--- src/rtl/accum_out_drain.sv ---
// accum_out_drain: drains a programmed number of {acc_0, acc_1} entries from the
// accumulator output FIFO through a 2-entry skid into addressed write beats.
// Define ACCUM_OUT_STATUS_EN to add the o_stall_cycles sink-stall counter.
module accum_out_drain #(
  parameter int ADDR_WIDTH = 8,
  parameter int DATA_WIDTH = 32,
  parameter int CNT_WIDTH  = 7
) (
  input  logic                    clk,
  input  logic                    rst_n,
  input  logic                    i_start,
  input  logic [ADDR_WIDTH-1:0]   i_base_addr,
  input  logic [CNT_WIDTH-1:0]    i_count,
  output logic                    o_busy,
  output logic                    o_done,
  input  logic                    i_fifo_empty,
  output logic                    o_fifo_rd_en,
  input  logic [DATA_WIDTH-1:0]   i_fifo_data_0,
  input  logic [DATA_WIDTH-1:0]   i_fifo_data_1,
  output logic                    o_wr_valid,
  input  logic                    i_wr_ready,
  output logic [ADDR_WIDTH-1:0]   o_wr_addr,
  output logic [2*DATA_WIDTH-1:0] o_wr_data
`ifdef ACCUM_OUT_STATUS_EN
  ,
  output logic [15:0]             o_stall_cycles
`endif
);

  localparam int BEAT_W = 2 * DATA_WIDTH;

  typedef enum logic [1:0] {
    S_IDLE = 2'd0,
    S_RUN  = 2'd1,
    S_DONE = 2'd2
  } state_t;

  state_t                r_state;
  state_t                w_next_state;

  // Job bookkeeping
  logic [CNT_WIDTH-1:0]  r_count;
  logic [CNT_WIDTH-1:0]  r_reads;
  logic [CNT_WIDTH-1:0]  r_beats;
  logic [CNT_WIDTH-1:0]  w_beats_nxt;
  logic [ADDR_WIDTH-1:0] r_addr;

  // Read pipeline and skid storage
  logic                  r_inflight;
  logic [BEAT_W-1:0]     r_skid_0;
  logic [BEAT_W-1:0]     r_skid_1;
  logic                  r_wr_ptr;
  logic                  r_rd_ptr;
  logic [1:0]            r_occ;

  // Registered status outputs
  logic                  r_busy;
  logic                  r_done;

  logic                  w_start_acc;
  logic                  w_rd_en;
  logic [1:0]            w_pending;
  logic                  w_head_vld;
  logic [BEAT_W-1:0]     w_head_dat;
  logic [BEAT_W-1:0]     w_fifo_dat;
  logic                  w_xfer;
  logic                  w_cap;
  logic                  w_pop;

  assign w_start_acc = (r_state == S_IDLE) && i_start;
  assign w_fifo_dat  = {i_fifo_data_0, i_fifo_data_1};
  assign w_beats_nxt = r_beats + CNT_WIDTH'(w_xfer);
  assign w_xfer      = w_head_vld && i_wr_ready;

  // The entry arriving from the FIFO is stored in the skid unless the skid is
  // empty and the sink takes it straight away in its arrival cycle.
  assign w_cap       = r_inflight && !((r_occ == 2'd0) && w_xfer);
  assign w_pop       = w_xfer && (r_occ != 2'd0);

  // FSM state register
  always_ff @(posedge clk or negedge rst_n) begin
    if (!rst_n) begin
      r_state <= S_IDLE;
    end else begin
      r_state <= w_next_state;
    end
  end

  // FSM next-state: leave RUN in the cycle the last beat is handed over
  always_comb begin
    w_next_state = r_state;
    case (r_state)
      S_IDLE: begin
        if (i_start) begin
          w_next_state = (i_count == '0) ? S_DONE : S_RUN;
        end
      end
      S_RUN: begin
        if ((r_reads == r_count) && (w_beats_nxt == r_count)) begin
          w_next_state = S_DONE;
        end
      end
      S_DONE: begin
        w_next_state = S_IDLE;
      end
      default: begin
        w_next_state = S_IDLE;
      end
    endcase
  end

  // FSM outputs: pop gating and beat head selection. An entry in flight counts
  // against the two skid slots, so the skid can never overflow. When the skid
  // is empty the arriving FIFO word is presented directly, which gives the
  // two-cycle start-to-first-beat latency; if it stalls it is captured into the
  // skid and re-presented unchanged from there.
  always_comb begin
    w_pending  = r_occ + {1'b0, r_inflight};
    w_rd_en    = (r_state == S_RUN) && !i_fifo_empty &&
                 (r_reads < r_count) && (w_pending < 2'd2);
    w_head_vld = (r_occ != 2'd0) || r_inflight;
    w_head_dat = w_fifo_dat;
    if (r_occ != 2'd0) begin
      w_head_dat = r_rd_ptr ? r_skid_1 : r_skid_0;
    end
  end

  // Job parameters, read/beat counters and the running write address
  always_ff @(posedge clk or negedge rst_n) begin
    if (!rst_n) begin
      r_count <= '0;
      r_reads <= '0;
      r_beats <= '0;
      r_addr  <= '0;
    end else if (w_start_acc) begin
      r_count <= i_count;
      r_reads <= '0;
      r_beats <= '0;
      r_addr  <= i_base_addr;
    end else begin
      if (w_rd_en) begin
        r_reads <= r_reads + CNT_WIDTH'(1);
      end
      if (w_xfer) begin
        r_beats <= w_beats_nxt;
        r_addr  <= r_addr + ADDR_WIDTH'(1);
      end
    end
  end

  // Remember a pop so its data is captured when the FIFO presents it
  always_ff @(posedge clk or negedge rst_n) begin
    if (!rst_n) begin
      r_inflight <= 1'b0;
    end else begin
      r_inflight <= w_rd_en;
    end
  end

  // Two-slot skid: write at the tail on capture, advance the head on transfer
  always_ff @(posedge clk or negedge rst_n) begin
    if (!rst_n) begin
      r_skid_0 <= '0;
      r_skid_1 <= '0;
      r_wr_ptr <= 1'b0;
      r_rd_ptr <= 1'b0;
      r_occ    <= 2'd0;
    end else begin
      if (w_cap) begin
        if (r_wr_ptr) begin
          r_skid_1 <= w_fifo_dat;
        end else begin
          r_skid_0 <= w_fifo_dat;
        end
        r_wr_ptr <= ~r_wr_ptr;
      end
      if (w_pop) begin
        r_rd_ptr <= ~r_rd_ptr;
      end
      case ({w_cap, w_pop})
        2'b10:   r_occ <= r_occ + 2'd1;
        2'b01:   r_occ <= r_occ - 2'd1;
        default: r_occ <= r_occ;
      endcase
    end
  end

  // Busy from accepted start until the DONE state; done one cycle after it
  always_ff @(posedge clk or negedge rst_n) begin
    if (!rst_n) begin
      r_busy <= 1'b0;
      r_done <= 1'b0;
    end else begin
      r_done <= (r_state == S_DONE);
      if (w_start_acc) begin
        r_busy <= 1'b1;
      end else if (r_state == S_DONE) begin
        r_busy <= 1'b0;
      end
    end
  end

`ifdef ACCUM_OUT_STATUS_EN
  logic [15:0] r_stall_cycles;

  // Saturating count of cycles a beat waits on the sink during a job
  always_ff @(posedge clk or negedge rst_n) begin
    if (!rst_n) begin
      r_stall_cycles <= '0;
    end else if (w_start_acc) begin
      r_stall_cycles <= '0;
    end else if ((r_state == S_RUN) && w_head_vld && !i_wr_ready &&
                 (r_stall_cycles != 16'hFFFF)) begin
      r_stall_cycles <= r_stall_cycles + 16'd1;
    end
  end

  assign o_stall_cycles = r_stall_cycles;
`endif

  assign o_busy       = r_busy;
  assign o_done       = r_done;
  assign o_fifo_rd_en = w_rd_en;
  assign o_wr_valid   = w_head_vld;
  assign o_wr_addr    = r_addr;
  assign o_wr_data    = w_head_vld ? w_head_dat : '0;

endmodule

--- config.mk ---
export PLATFORM = sky130hd
export DESIGN_NAME = accum_out_drain
export DESIGN_NICKNAME = d
export VERILOG_FILES = /design/src/rtl/accum_out_drain.sv
export SDC_FILE = /design/constraint.sdc
export NUM_CORES = 1
export LEC_CHECK = 0
export CAP_MARGIN = 20
export CORE_UTILIZATION = 56
export CTS_CLUSTER_DIAMETER = 80
export DETAILED_ROUTE_END_ITERATION = 10
export MAX_ROUTING_LAYER = met4
export PLACE_DENSITY = 0.85
export SETUP_SLACK_MARGIN = 0.3
export SLEW_MARGIN = 20
export SYNTH_ARGS = -nofsm -noshare
export SYNTH_HDL_FRONTEND = slang
export SYNTH_SLANG_ARGS = --single-unit
export TNS_END_PERCENT = 100
--- constraint.sdc ---
create_clock -name clk -period 7.95 [get_ports clk]
set_input_delay 1.59 -clock clk [delete_from_list [all_inputs] [get_ports clk]]
set_output_delay 1.59 -clock clk [all_outputs]
set_load 0.05 [all_outputs]
==> results.yml <==
outcome:
  run_status: "complete, no violations"
synthesis:
  synth_ff_type: "sky130_fd_sc_hd__dfrtp_1"
  synth.net_count: 808
  postSynthCellCount: 711
  synth_seq_area_share_pct: 50.80
  syn-cell-area_um2: 8178
  number_of_enable_type_register_cells_in_the_synthesized_netlist: 0
  synthesis.area_per_instance_um2: 11.50
  postSynthRegisterBits: 166
  synthDistinctLibCells: 39
  synth-warning-count: 0
  async_flop_share_pct: 100.0
timing:
  unrepaired_setup_endpoints_after_global_routing: "no"
  setup_viol: 0
  final-max-slew-violation-count: 0
  maxClockFrequency_ghz: 0.1918
  finalWorstPathRequiredPeriod_ns: 5.215
  min_period_over_period_pct: 65.60
  setup_tns_ns: 0
  timing.slew.headroom_pct: 32.38
  timing.final.hold_violations: 0
  fin_worst_skew_ns: 0.007605
  tightest_slew_ns: 1.014
route:
  wl_per_cell_um: 17.51
  drcViolationCount: 0
  postRouteAntennaNets: 0
  wl_um: 18270
  vias_per_cell: 5.796
  first_iter_violations: 408
  via_count: 6045
  detailedRoute.firstPassIterationCount: 4
critical_path:
  timing.reg2reg.setup_slack_ns: 4.34
  critical_path.endpoint_type: "output pin"
  timing.critical_path.from_type: "primary input"
  r2r-end: "r_state[0]$_DFFE_PN0P_"
  crit_fanout: 11
  timing.critical_path.arrival_ns: 3.62
  required_time_of_the_critical_path_ns: 6.36
  timing.rr.start: "r_inflight$_DFF_PN0_"
  reg2regPathDepth: 12
  setup.worst_path.class: "primary input to output pin"
cts:
  cts.clk_slew.worst_paths_ns: 0.06
  ctsResizeCount: 0
  clock_tree.root_cell: "sky130_fd_sc_hd__clkbuf_16"
  htree_levels: 4
  tritoncts: "built"
  cts.sinks: 166
  holdBufCountCts: 0
  cts.path.max_buffers: 2
  numCtsBuffers: 17
  clock_latency_ns: 0.42
  post-cts-setup-buffers: 0
floorplanning:
  start_util_pct: 58.24
  die_h_um: 122.8
  core.rowCount: 43
  total_die_area_um2: 15090
  die_x_um: 122.8
  fp.coreArea_um2: 14040
  ios: 160
finish:
  final_core_util_pct: 75.14
  syn_to_final_growth_pct: 29.02
  post_route_cells_drive_above_1_share_pct: 19.12
  num_antenna_cells: 0
  final_nets: 947
global_route:
  global_route.overflow_total: 0
  initial_antenna_violation_count: 0
  grt_start_max_net_pins: 131
  grt_first_pass_wirelength_um: 29710
  grt.total_usage_pct: 26.26
  via_count_of_the_first_global_routing_pass: 6217
placement:
  post-dp-hpwl_um: 11490
  port_buffers: 159
  place.gp.congestion: 0.8463
hold_path:
  min_path_type: "flop to flop"
  worst_hold_path.num_cells: 1
  min_from: "r_state[1]$_DFFE_PN0P_"
  worstHoldEndpoint: "r_state[0]$_DFFE_PN0P_"
job:
  drv_cap: 0
-- synthesized netlist by cell type, drive strengths merged (3+ instances only) --
| library cell | number | share of area (%) |
|---|---|---|
| nand4 | 6 | 0.46 |
| mux2 | 128 | 18 |
| nor2b | 5 | 0.38 |
| xnor2 | 14 | 1.5 |
| ha | 13 | 2.0 |
| buf | 24 | 1.3 |
| a21oi | 8 | 0.49 |
| nor2 | 15 | 0.72 |
| or3 | 3 | 0.24 |
| nand2 | 43 | 2.0 |
| inv | 10 | 0.46 |
| nand3 | 70 | 4.3 |
| nor3 | 4 | 0.38 |
| dfrtp | 166 | 51 |
| mux2i | 67 | 8.2 |
| clkbuf | 21 | 0.96 |
| xor2 | 13 | 1.4 |
| o21ai | 86 | 5.3 |
-- flip-flops by register name, summed over array words and instances (netlist names) --
register / flops
r_skid_0: 64
r_skid_1: 64
o_wr_addr: 8
r_beats: 7
r_count: 7
r_reads: 7
r_occ: 2
r_state: 2
o_busy: 1
o_done: 1
r_inflight: 1
r_rd_ptr: 1
r_wr_ptr: 1
-- placed cells by master (no fill, tap or decap), types with 12 or more instances in the layout --
master / Yosys / final
sky130_fd_sc_hd__nor2_1: 14 / 13
sky130_fd_sc_hd__mux2_2: 116 / 116
sky130_fd_sc_hd__o21ai_0: 83 / 83
sky130_fd_sc_hd__clkbuf_16: 0 / 17
sky130_fd_sc_hd__mux2_1: 12 / 12
sky130_fd_sc_hd__clkdlybuf4s50_1: 0 / 158
sky130_fd_sc_hd__dfrtp_1: 166 / 164
sky130_fd_sc_hd__mux2i_1: 67 / 67
sky130_fd_sc_hd__ha_1: 13 / 13
sky130_fd_sc_hd__nand2_1: 42 / 42
sky130_fd_sc_hd__xnor2_1: 14 / 14
sky130_fd_sc_hd__nand3_1: 69 / 68
sky130_fd_sc_hd__xor2_1: 13 / 13
-- per-stage QoR --
step	hold slack, ns	setup WS, ns	cell area, um^2	instances
floorplan	0.4418	3.906	8178	711
global route	0.5021	2.640	10550	1043
CTS	0.4801	2.728	10550	1043
finish	0.4789	2.735	10550	1043
detailed placement	0.4721	2.752	9903	1011
global placement	0.4543	2.782	9876	1010
-- worst max-delay path, stage by stage --
cell and delay [ns]:
sky130_fd_sc_hd__clkdlybuf4s50_1 0.41, sky130_fd_sc_hd__nor2_1 0.12, sky130_fd_sc_hd__nand3_1 0.17, sky130_fd_sc_hd__nor3_4 0.45, sky130_fd_sc_hd__clkdlybuf4s50_1 0.89
-- cell type report --
type | instances | area [um^2]
Fill cell | 900 | 3491
Timing Repair Buffer | 165 | 1662
Multi-Input combinational cell | 490 | 3824
Inverter | 10 | 37.54
Tap cell | 180 | 225.2
Clock inverter | 8 | 142.6
Clock buffer | 24 | 501.7
Sequential cell | 166 | 4159
-- worst max path at each step --
| stage | start | endpoint | slack, ns | cells past startpoint |
|---|---|---|---|---|
| floorplan | i_fifo_empty | o_fifo_rd_en | 3.91 | 3 |
| global placement | i_fifo_empty | o_fifo_rd_en | 2.78 | 5 |
| detailed placement | i_fifo_empty | o_fifo_rd_en | 2.75 | 5 |
| CTS | i_fifo_empty | o_fifo_rd_en | 2.73 | 5 |
| global route | i_fifo_empty | o_fifo_rd_en | 2.64 | 5 |
| finish | i_fifo_empty | o_fifo_rd_en | 2.74 | 5 |
-- logic make-up (layout without fill, tap and decap cells) --
group / after synthesis / in the layout / synth area share, %
buf+inv: 55 / 207 / 2.754
fa+ha+maj: 13 / 13 / 1.989
xor+xnor: 27 / 27 / 2.892
simple gates: 155 / 155 / 9.318
mux: 195 / 195 / 25.83
flops: 166 / 166 / 50.80
compound gates: 100 / 100 / 6.426
-- metal layers --
| metal | routed length [um] | up-vias | global-route usage, % |
|---|---|---|---|
| met3 | 908 | 30 | 5.344 |
| met5 | 0 | - | - |
| met4 | 468 | 0 | 11.51 |
| li1 | - | 2817 | - |
| met1 | 7405 | 3043 | 29.95 |
| met2 | 9483 | 155 | 44.66 |
Power is left out: the tool's default activity adds up to more than one toggle a clock period on the data nets, which glitch-free logic cannot reach.
